### src/rtl/wb_port_arbiter_pkg.sv
// Shared writeback-port declarations for the MIPS pipeline (package mips_decls_p).
// Latency: n/a (types and constants only).
// Backpressure: n/a.
package mips_decls_p;

   // Depth of the MDU result queue in front of the register-file write port.
   localparam int WB_ARB_DEPTH = 2;
   // Width of an occupancy count that can represent 0..WB_ARB_DEPTH.
   localparam int WB_ARB_CNT_W = $clog2(WB_ARB_DEPTH + 1);

   typedef logic [4:0] regaddr_t;

   // One buffered register write; kill marks a result superseded by a younger pipeline write.
   typedef struct packed {
      regaddr_t    addr;
      logic [31:0] data;
      logic        kill;
   } wb_req_t;

endpackage

### src/rtl/wb_port_arbiter_fifo.sv
// Small in-order queue of wb_req_t entries with per-entry address-match kill.
// Latency: an entry pushed in cycle t is visible at the head in cycle t+1.
// Backpressure: caller must only push when count < WB_ARB_DEPTH; kill applies to held entries only.
module wb_req_fifo
   import mips_decls_p::*;
(
   input  logic                    clk,
   input  logic                    reset,
   input  logic                    push,
   input  wb_req_t                 push_dat,
   input  logic                    pop,
   input  logic                    kill_en,
   input  regaddr_t                kill_addr,
   output logic                    head_vld,
   output wb_req_t                 head_dat,
   output logic [WB_ARB_CNT_W-1:0] count
);

   logic [WB_ARB_DEPTH-1:0] vld_q;
   logic [WB_ARB_DEPTH-1:0] vld_d;
   wb_req_t                 ent_q [WB_ARB_DEPTH];
   wb_req_t                 ent_d [WB_ARB_DEPTH];
   logic                    placed;

   // Next queue state: mark killed entries, shift out the head, then place the new entry.
   always_comb begin
      vld_d  = vld_q;
      placed = 1'b0;
      for (int i = 0; i < WB_ARB_DEPTH; i++) begin
         ent_d[i] = ent_q[i];
         // Only entries already held can be superseded; a same-cycle push is younger.
         if (kill_en && vld_q[i] && (ent_q[i].addr == kill_addr)) begin
            ent_d[i].kill = 1'b1;
         end
      end
      if (pop) begin
         for (int i = 0; i < WB_ARB_DEPTH - 1; i++) begin
            ent_d[i] = ent_d[i+1];
            vld_d[i] = vld_d[i+1];
         end
         vld_d[WB_ARB_DEPTH-1] = 1'b0;
      end
      if (push) begin
         for (int i = 0; i < WB_ARB_DEPTH; i++) begin
            if (!placed && !vld_d[i]) begin
               ent_d[i] = push_dat;
               vld_d[i] = 1'b1;
               placed   = 1'b1;
            end
         end
      end
   end

   // Occupancy from the registered valid bits (entries are kept contiguous from slot 0).
   always_comb begin
      count = '0;
      for (int i = 0; i < WB_ARB_DEPTH; i++) begin
         count = count + WB_ARB_CNT_W'(vld_q[i]);
      end
   end

   // Queue state register; payload needs no reset because valid bits gate it.
   always_ff @(posedge clk) begin
      if (reset) begin
         vld_q <= '0;
      end else begin
         vld_q <= vld_d;
      end
      for (int i = 0; i < WB_ARB_DEPTH; i++) begin
         ent_q[i] <= ent_d[i];
      end
   end

   assign head_vld = vld_q[0];
   assign head_dat = ent_q[0];

endmodule

### src/rtl/wb_port_arbiter.sv
// Shares the register-file write port between the writeback stage and queued MDU results; macro WB_ARB_STARVE_EN adds a starvation guard.
// Latency: pipeline writes pass through combinationally; MDU results are written no earlier than the cycle after acceptance.
// Backpressure: mdu_ready_o drops when the queue is full; with WB_ARB_STARVE_EN, stall_o freezes the pipeline for one cycle to force a drain.
module wb_port_arbiter
   import mips_decls_p::*;
#(
   parameter int MAX_WAIT = 4
)
(
   input  logic        clk,
   input  logic        reset,
   input  logic        wb_we_i,
   input  logic [4:0]  wb_waddr_i,
   input  logic [31:0] wb_wdata_i,
   input  logic        mdu_valid_i,
   output logic        mdu_ready_o,
   input  logic [4:0]  mdu_waddr_i,
   input  logic [31:0] mdu_wdata_i,
   output logic        rf_we_o,
   output logic [4:0]  rf_waddr_o,
   output logic [31:0] rf_wdata_o,
   output logic        stall_o
);

   if ((MAX_WAIT < 1) || (MAX_WAIT > 15)) begin : g_max_wait_range
      $error("wb_port_arbiter: MAX_WAIT must be within 1..15");
   end

   logic                    pipe_req;
   logic                    head_vld;
   logic                    head_live;
   wb_req_t                 head;
   wb_req_t                 push_dat;
   logic [WB_ARB_CNT_W-1:0] count;
   logic                    fifo_push;
   logic                    fifo_pop;
   logic                    grant_pipe;
   logic                    grant_head;
   logic                    stall;

   // Writes to $0 are architecturally void, so they never claim the port.
   assign pipe_req  = wb_we_i && (wb_waddr_i != 5'd0);
   assign head_live = head_vld && !head.kill;

   // Readiness looks only at registered occupancy so the MDU never sees a same-cycle pop.
   assign mdu_ready_o = !reset && (count < WB_ARB_CNT_W'(WB_ARB_DEPTH));
   assign fifo_push   = mdu_valid_i && mdu_ready_o && (mdu_waddr_i != 5'd0);
   assign push_dat    = '{addr: mdu_waddr_i, data: mdu_wdata_i, kill: 1'b0};

`ifdef WB_ARB_STARVE_EN
   localparam logic [3:0] MAX_WAIT_C = 4'(MAX_WAIT);

   logic [3:0] wait_cnt;

   // Count cycles a live head is passed over; any pop or an empty queue restarts the count.
   always_ff @(posedge clk) begin
      if (reset) begin
         wait_cnt <= 4'd0;
      end else if (fifo_pop || !head_vld) begin
         wait_cnt <= 4'd0;
      end else if (head_live && !grant_head) begin
         wait_cnt <= wait_cnt + 4'd1;
      end
   end

   // The forced drain only makes sense for a head that will actually use the port.
   assign stall = !reset && head_live && (wait_cnt == MAX_WAIT_C);
`else
   assign stall = 1'b0;
`endif

   assign stall_o = stall;

   // Port grant: forced drain, then pipeline, then queued MDU head; killed heads retire silently.
   always_comb begin
      grant_pipe = !reset && !stall && pipe_req;
      grant_head = !reset && head_live && (stall || !pipe_req);
      fifo_pop   = !reset && head_vld && (head.kill || grant_head);
      rf_we_o    = 1'b0;
      rf_waddr_o = 5'd0;
      rf_wdata_o = 32'd0;
      if (grant_pipe) begin
         rf_we_o    = 1'b1;
         rf_waddr_o = wb_waddr_i;
         rf_wdata_o = wb_wdata_i;
      end else if (grant_head) begin
         rf_we_o    = 1'b1;
         rf_waddr_o = head.addr;
         rf_wdata_o = head.data;
      end
   end

   wb_req_fifo u_req_fifo (
      .clk       (clk),
      .reset     (reset),
      .push      (fifo_push),
      .push_dat  (push_dat),
      .pop       (fifo_pop),
      .kill_en   (grant_pipe),
      .kill_addr (wb_waddr_i),
      .head_vld  (head_vld),
      .head_dat  (head),
      .count     (count)
   );

endmodule

### config.mk
export PLATFORM = sky130hd
export DESIGN_NAME = wb_port_arbiter
export DESIGN_NICKNAME = d
export VERILOG_FILES = /design/src/rtl/wb_port_arbiter_pkg.sv /design/src/rtl/wb_port_arbiter_fifo.sv /design/src/rtl/wb_port_arbiter.sv
export SDC_FILE = /design/constraint.sdc
export NUM_CORES = 1
export LEC_CHECK = 0
export ABC_AREA = 1
export BUFFER_PORTS_ARGS = -buffer_cell sky130_fd_sc_hd__buf_4
export CORE_MARGIN = 2
export CORE_UTILIZATION = 35
export CTS_CLUSTER_DIAMETER = 80
export DETAILED_ROUTE_END_ITERATION = 8
export GPL_TIMING_DRIVEN = 0
export SKIP_CTS_REPAIR_TIMING = 1
export SLEW_MARGIN = 20
export SYNTH_ARGS = -nofsm -noshare
export SYNTH_HDL_FRONTEND = slang
export SYNTH_SLANG_ARGS = --single-unit
### constraint.sdc
create_clock -name clk -period 3.6 [get_ports clk]
set_input_delay 0.72 -clock clk [delete_from_list [all_inputs] [get_ports clk]]
set_output_delay 0.72 -clock clk [all_outputs]
set_load 0.005 [all_outputs]
Word-level counts from Yosys, hierarchy flattened
Memories as Yosys holds them, arrays and structs flattened.
Cells that the tools add are included.
{ "op_classes": {"reduce_logical": 23, "mux": 17, "n_lt_le_gt_ge": 1, "add_sub_neg": 1, "n_eq_ne": 2} }
{ "op_table": {"columns": ["cell", "n"], "rows": [
  ["$mux W38", 3],
  ["$mux W76", 1],
  ["$mux W32", 2],
  ["$logic_and A1 B1 Y1", 15],
  ["$eq A5 B5 Y1", 2],
  ["$mux W5", 2],
  ["$reduce_bool A5 Y1", 2],
  ["$mux W1", 7],
  ["$logic_not A1 Y1", 5],
  ["$mux W2", 2],
  ["$add A1 B1 Y2", 1],
  ["$lt A2 B2 Y1 const B", 1],
  ["$logic_or A1 B1 Y1", 1]
]} }
{ "totals": {"register_bits": 2, "n_memories": 1, "ramBits": 76, "input_bits": 78, "word_cells": 46} }
{ "memory_table": {"columns": ["name", "words", "width", "read_ports", "rd_ports_with_merged_regs", "wr", "line", "text"], "rows": [
  ["u_req_fifo.ent_q", 2, 38, 2, 0, 2, "wb_port_arbiter_fifo.sv:21", "wb_req_t ent_q [WB_ARB_DEPTH];"]
]} }

Depth between registers and ports, before layout
An unclocked memory read counts as a cell.
{ "depth": {"ltp_word": 14, "ltp_mapped": 11, "depth_no_buf": 9} }

Cells and area by module
Synthesis repeated with hierarchy kept, for this count alone.
{ "unflattened": {"hier_cells": 513, "hier_area_um2": 4151.5} }
{ "by_module_without_submodules": {"columns": ["mod", "instances", "area_each_um2", "cells_each", "seq_area_each_um2"], "rows": [
  ["wb_req_fifo", 1, 3269.4, 359, 1931.9],
  ["wb_port_arbiter", 1, 882.1, 154, 0.0]
]} }

Worst setup path before layout
No wires, ideal clock.
{ "synth_path": {"path_type": "input to register", "startpoint": "in wb_waddr_i[2]", "endpoint": "mem u_req_fifo.ent_q[0][39] in the netlist's numbering, enable pin", "path_buffers": 0, "required_ns": 3.208, "setup_time_ns": 0.392, "cell_stages": 6, "arrival_time_ns": 2.009, "slack_ns": 1.200, "path_cell_list": "inv_1 > nand4_1 > nand3_1 > nand3b_1 > nand3_1 > inv_1"} }
{ "synth_lines": {"columns": ["item", "line", "text"], "rows": [
  ["start, declared", "wb_port_arbiter.sv:13", "input logic [4:0] wb_waddr_i,"],
  ["end, declared", "wb_port_arbiter_fifo.sv:21", null]
]} }

Final worst setup path
{ "layout_path": {"startpoint": "in wb_waddr_i[3]", "endpoint": "out rf_wdata_o[29]"} }
{ "layout_via": {"elab_chain_cells": 6, "word_cells_on_any_way": 7, "classes_between": "mux (2); reduce/logical (5)"} }
{ "layout_rtl": {"columns": ["item", "line", "text"], "rows": [
  ["$reduce_bool A5 Y1 (*)", "wb_port_arbiter.sv:42", "assign pipe_req = wb_we_i && (wb_waddr_i != 5'd0);"],
  ["$logic_and A1 B1 Y1 (*)", "wb_port_arbiter.sv:42", null],
  ["$logic_not A1 Y1", "wb_port_arbiter.sv:77", "grant_head = !reset && head_live && (stall || !pipe_req);"],
  ["$logic_and A1 B1 Y1", "wb_port_arbiter.sv:77", null],
  ["$mux W32", "wb_port_arbiter.sv:86", "end else if (grant_head) begin"],
  ["$mux W32 (*)", "wb_port_arbiter.sv:82", "if (grant_pipe) begin"],
  ["end, declared", "wb_port_arbiter.sv:21", "output logic [31:0] rf_wdata_o,"]
]} }
Every way passes the cells marked *; elsewhere a longest branch is shown, timed or not.

==> impl_metrics.py <==
metrics = {
    "synthesis": {
        "synth_seq_cells": 78,
        "synth_mux_area_share_pct": 0,
        "syn_inst": 477,
        "yosysTopAreaCell": "edfxtp_1",
        "avgSynthCellArea_sq_um": 7.71,
        "synth_xor_area_share_pct": 0,
        "synth_top_family_by_area": "simple AND/OR/NAND/NOR gates",
        "synth_cell_types": 22,
        "ys_seq_area_share_pct": 52.5,
        "yosys.area_share.simple_pct": 21.3,
        "synthAdderAreaFrac_pct": 0,
        "netlist_area_sq_mm": 0.00368,
        "synth_compound_area_share_pct": 13.3,
        "syn_nets": 555,
        "yosys_warnings": 0,
        "synth_area_leaders": "edfxtp_1, dfxtp_1, nand2_1",
        "synth.top_cell.area_share_pct": 30.2,
    },
    "clocking": {
        "cts_max_level": 3,
        "cts_root_buf": "clkbuf_8",
        "clock-sinks": 78,
        "cts_buffer_depth": 2,
        "clock_latency_ns": 0.36,
        "cts_inserted_buffers": 9,
        "path_clk_slew_ns": 0.08,
        "cts_tree": "yes",
    },
    "power": {
        "p_total_uw": 2200,
        "ir_worst_vdd_mv": 0.181,
        "leakage_uw": 0.00247,
        "power_density_mw_per_mm2": 442,
    },
    "setup_path": {
        "worstPathCellList": "buf_4, inv_1, nand4_1, nand3_1, buf_2, buf_2, o22ai_1, buf_4",
        "reg2reg_to": "u_req_fifo.ent_q[0][45]",
        "start_kind": "input port",
        "crit_buf_inv": 5,
        "crit_arrival_ns": 2.16,
        "crit_path_end_kind": "output pin",
        "r2r-start": "u_req_fifo.vld_q[0]",
        "r2r_slack_ns": 1.66,
        "cp_max_fo": 10,
        "path_delay_family": "buffers and inverters",
        "cpPeakStageDelay_ns": 0.29,
        "worst-path-stages": 8,
        "startpoint": "wb_waddr_i[3]",
        "crit_end": "rf_wdata_o[29]",
        "cp_data_required_time_ns": 2.88,
        "criticalPathCategory": "input port to output pin",
        "cp_slowest_cell": "buf_2",
        "rr_worst_depth": 6,
    },
    "finish": {
        "antenna_cells": 0,
        "fin_cells": 746,
        "fin_nets": 683,
        "synthToLayoutAreaGrowth_pct": 35.1,
        "drive_above_1_share_pct": 26.2,
        "fin_area_sq_mm": 0.00497,
    },
    "sta": {
        "final_hold_viol_count": 0,
        "finClkSkew_ns": 0.00617,
        "rsz0062_at_grt": "no",
        "tns_ns": 0,
        "period_share_pct": 80.1,
        "drv_slew": 0,
        "hold_ws_ns": 0.530,
        "finalCriticalPeriod_ns": 2.88,
        "max_freq_mhz": 347,
        "setup_violations": 0,
        "slew_headroom_pct": 64.0,
        "tightest_slew_ns": 0.541,
    },
    "routing": {
        "drtAntennaViolNets": 0,
        "wl_per_cell_microns": 13.0,
        "initialDrtViolationCount": 193,
        "drt_pass1_iterations": 4,
        "routed_wl_microns": 9680,
        "avgViaCountPerCell": 4.45,
        "drc": 0,
        "vias": 3318,
    },
    "die": {
        "dieArea_sq_mm": 0.0113,
        "rows": 37,
        "core_sq_mm": 0.0103,
        "die_y_microns": 107,
        "start_util_pct": 35.8,
        "die_w_microns": 107,
        "pin_count": 118,
    },
    "min_path": {
        "hold_path_class": "flip-flop to flip-flop",
        "min-delay-start": "u_req_fifo.vld_q[1]",
    },
    "outcome": {
        "status": "completed",
    },
    "placement": {
        "placed_cell_area_sq_mm": 0.00475,
        "place_congestion": 0.916,
        "dp.cells": 730,
        "portBuffers": 116,
        "place_hpwl_microns": 6710,
    },
    "grt": {
        "grt_pass1_vias": 3043,
        "antenna_found_initial": 0,
        "grt_pass1_wl_microns": 15000,
        "grt_util_all_layers_pct": 17.2,
        "grt_max_degree": 22,
        "overflow": 0,
    },
    "job": {
        "drv_cap": 0,
    },
}
## cell usage after synthesis, drive strengths merged
cell,n
a21oi,5
o22ai,37
conb,1
buf,18
dfxtp,41
clkbuf,6
o21bai,1
o21ai,39
edfxtp,37
nor2,11
nand3,6
a31oi,1
nand4,1
nand3b,1
inv,87
nand2,185
## worst min-delay path by stage
| stage | endpoint | slack [ns] | cells past startpoint |
|---|---|---|---|
| CTS | u_req_fifo.ent_q[0][53] | 0.53 | 1 |
| detailed placement | u_req_fifo.vld_q[1] | 0.52 | 2 |
| finish | u_req_fifo.vld_q[1] | 0.53 | 2 |
| global route | u_req_fifo.ent_q[0][41] | 0.52 | 1 |
| floorplan | u_req_fifo.vld_q[1] | 0.47 | 2 |
| global placement | u_req_fifo.vld_q[1] | 0.51 | 2 |
## per-layer routing
| layer | wire length, microns | track usage (%) |
|---|---|---|
| met5 | 0 | 0 |
| met4 | 136 | 6.40 |
| met3 | 655 | 3.62 |
| met2 | 4400 | 28.6 |
| met1 | 4490 | 22.0 |
## report_power, final
group          switching (uW)  leakage [uW]  internal (uW)
Sequential               28.2      0.000679           1020
Clock                     340      0.000110            407
Combinational             213       0.00168            189
## flip-flops by register name, indices dropped and copies added (netlist names)
| name | flops |
|---|---|
| u_req_fifo.ent_q | 76 |
| u_req_fifo.vld_q | 2 |
## logic make-up (layout without fill, tap and decap cells)
logic type / after synthesis / in the layout
AOI/OAI and AO/OA: 83 / 83
and+or+nand+nor: 204 / 204
other: 1 / 1
buffers and inverters: 111 / 244
DFF: 78 / 78
## worst min-delay path: stages (launching register included)
cell	delay (ns)
dfxtp_1	0.35
nand2_1	0.08
a21oi_1	0.06
## cell usage in the layout (no fill, tap or decap)
| master | count |
|---|---|
| nand3b_1 | 1 |
| conb_1 | 1 |
| bufinv_16 | 2 |
| clkinv_1 | 1 |
| clkinv_2 | 1 |
| edfxtp_1 | 37 |
| clkbuf_8 | 10 |
| clkbuf_1 | 5 |
| buf_2 | 11 |
| nand4_1 | 1 |
| inv_1 | 83 |
| buf_4 | 120 |
| o21ai_0 | 39 |
| buf_16 | 1 |
| a31oi_4 | 1 |
| nand2_1 | 183 |
| inv_2 | 4 |
| nand2_2 | 2 |
| clkinvlp_4 | 1 |
| o22ai_1 | 37 |
| a21oi_1 | 3 |
| nand3_1 | 6 |
| clkbuf_2 | 1 |
| o21bai_1 | 1 |
| buf_6 | 3 |
| dfxtp_1 | 41 |
| clkinv_4 | 1 |
| nor2_1 | 11 |
| a21oi_2 | 2 |
## per-stage QoR
stage / utilization, % / setup WS (ns)
floorplan: - / 1.20
global placement: 45.9 / 0.465
detailed placement: 46.2 / 0.742
CTS: 48.3 / 0.737
global route: 48.3 / 0.561
finish: 48.3 / 0.717
## layout make-up
class / instances / area, sq um
flip-flops and latches: 78 / 1930
clock inverters: 6 / 85.1
well taps: 136 / 170
clock buffers: 10 / 138
repair buffers: 117 / 898
fillers: 1019 / 5310
multi-input cells: 288 / 1280
inverters: 87 / 327
plain buffers: 24 / 143
Note: power is estimated with default switching activity, not from simulation.
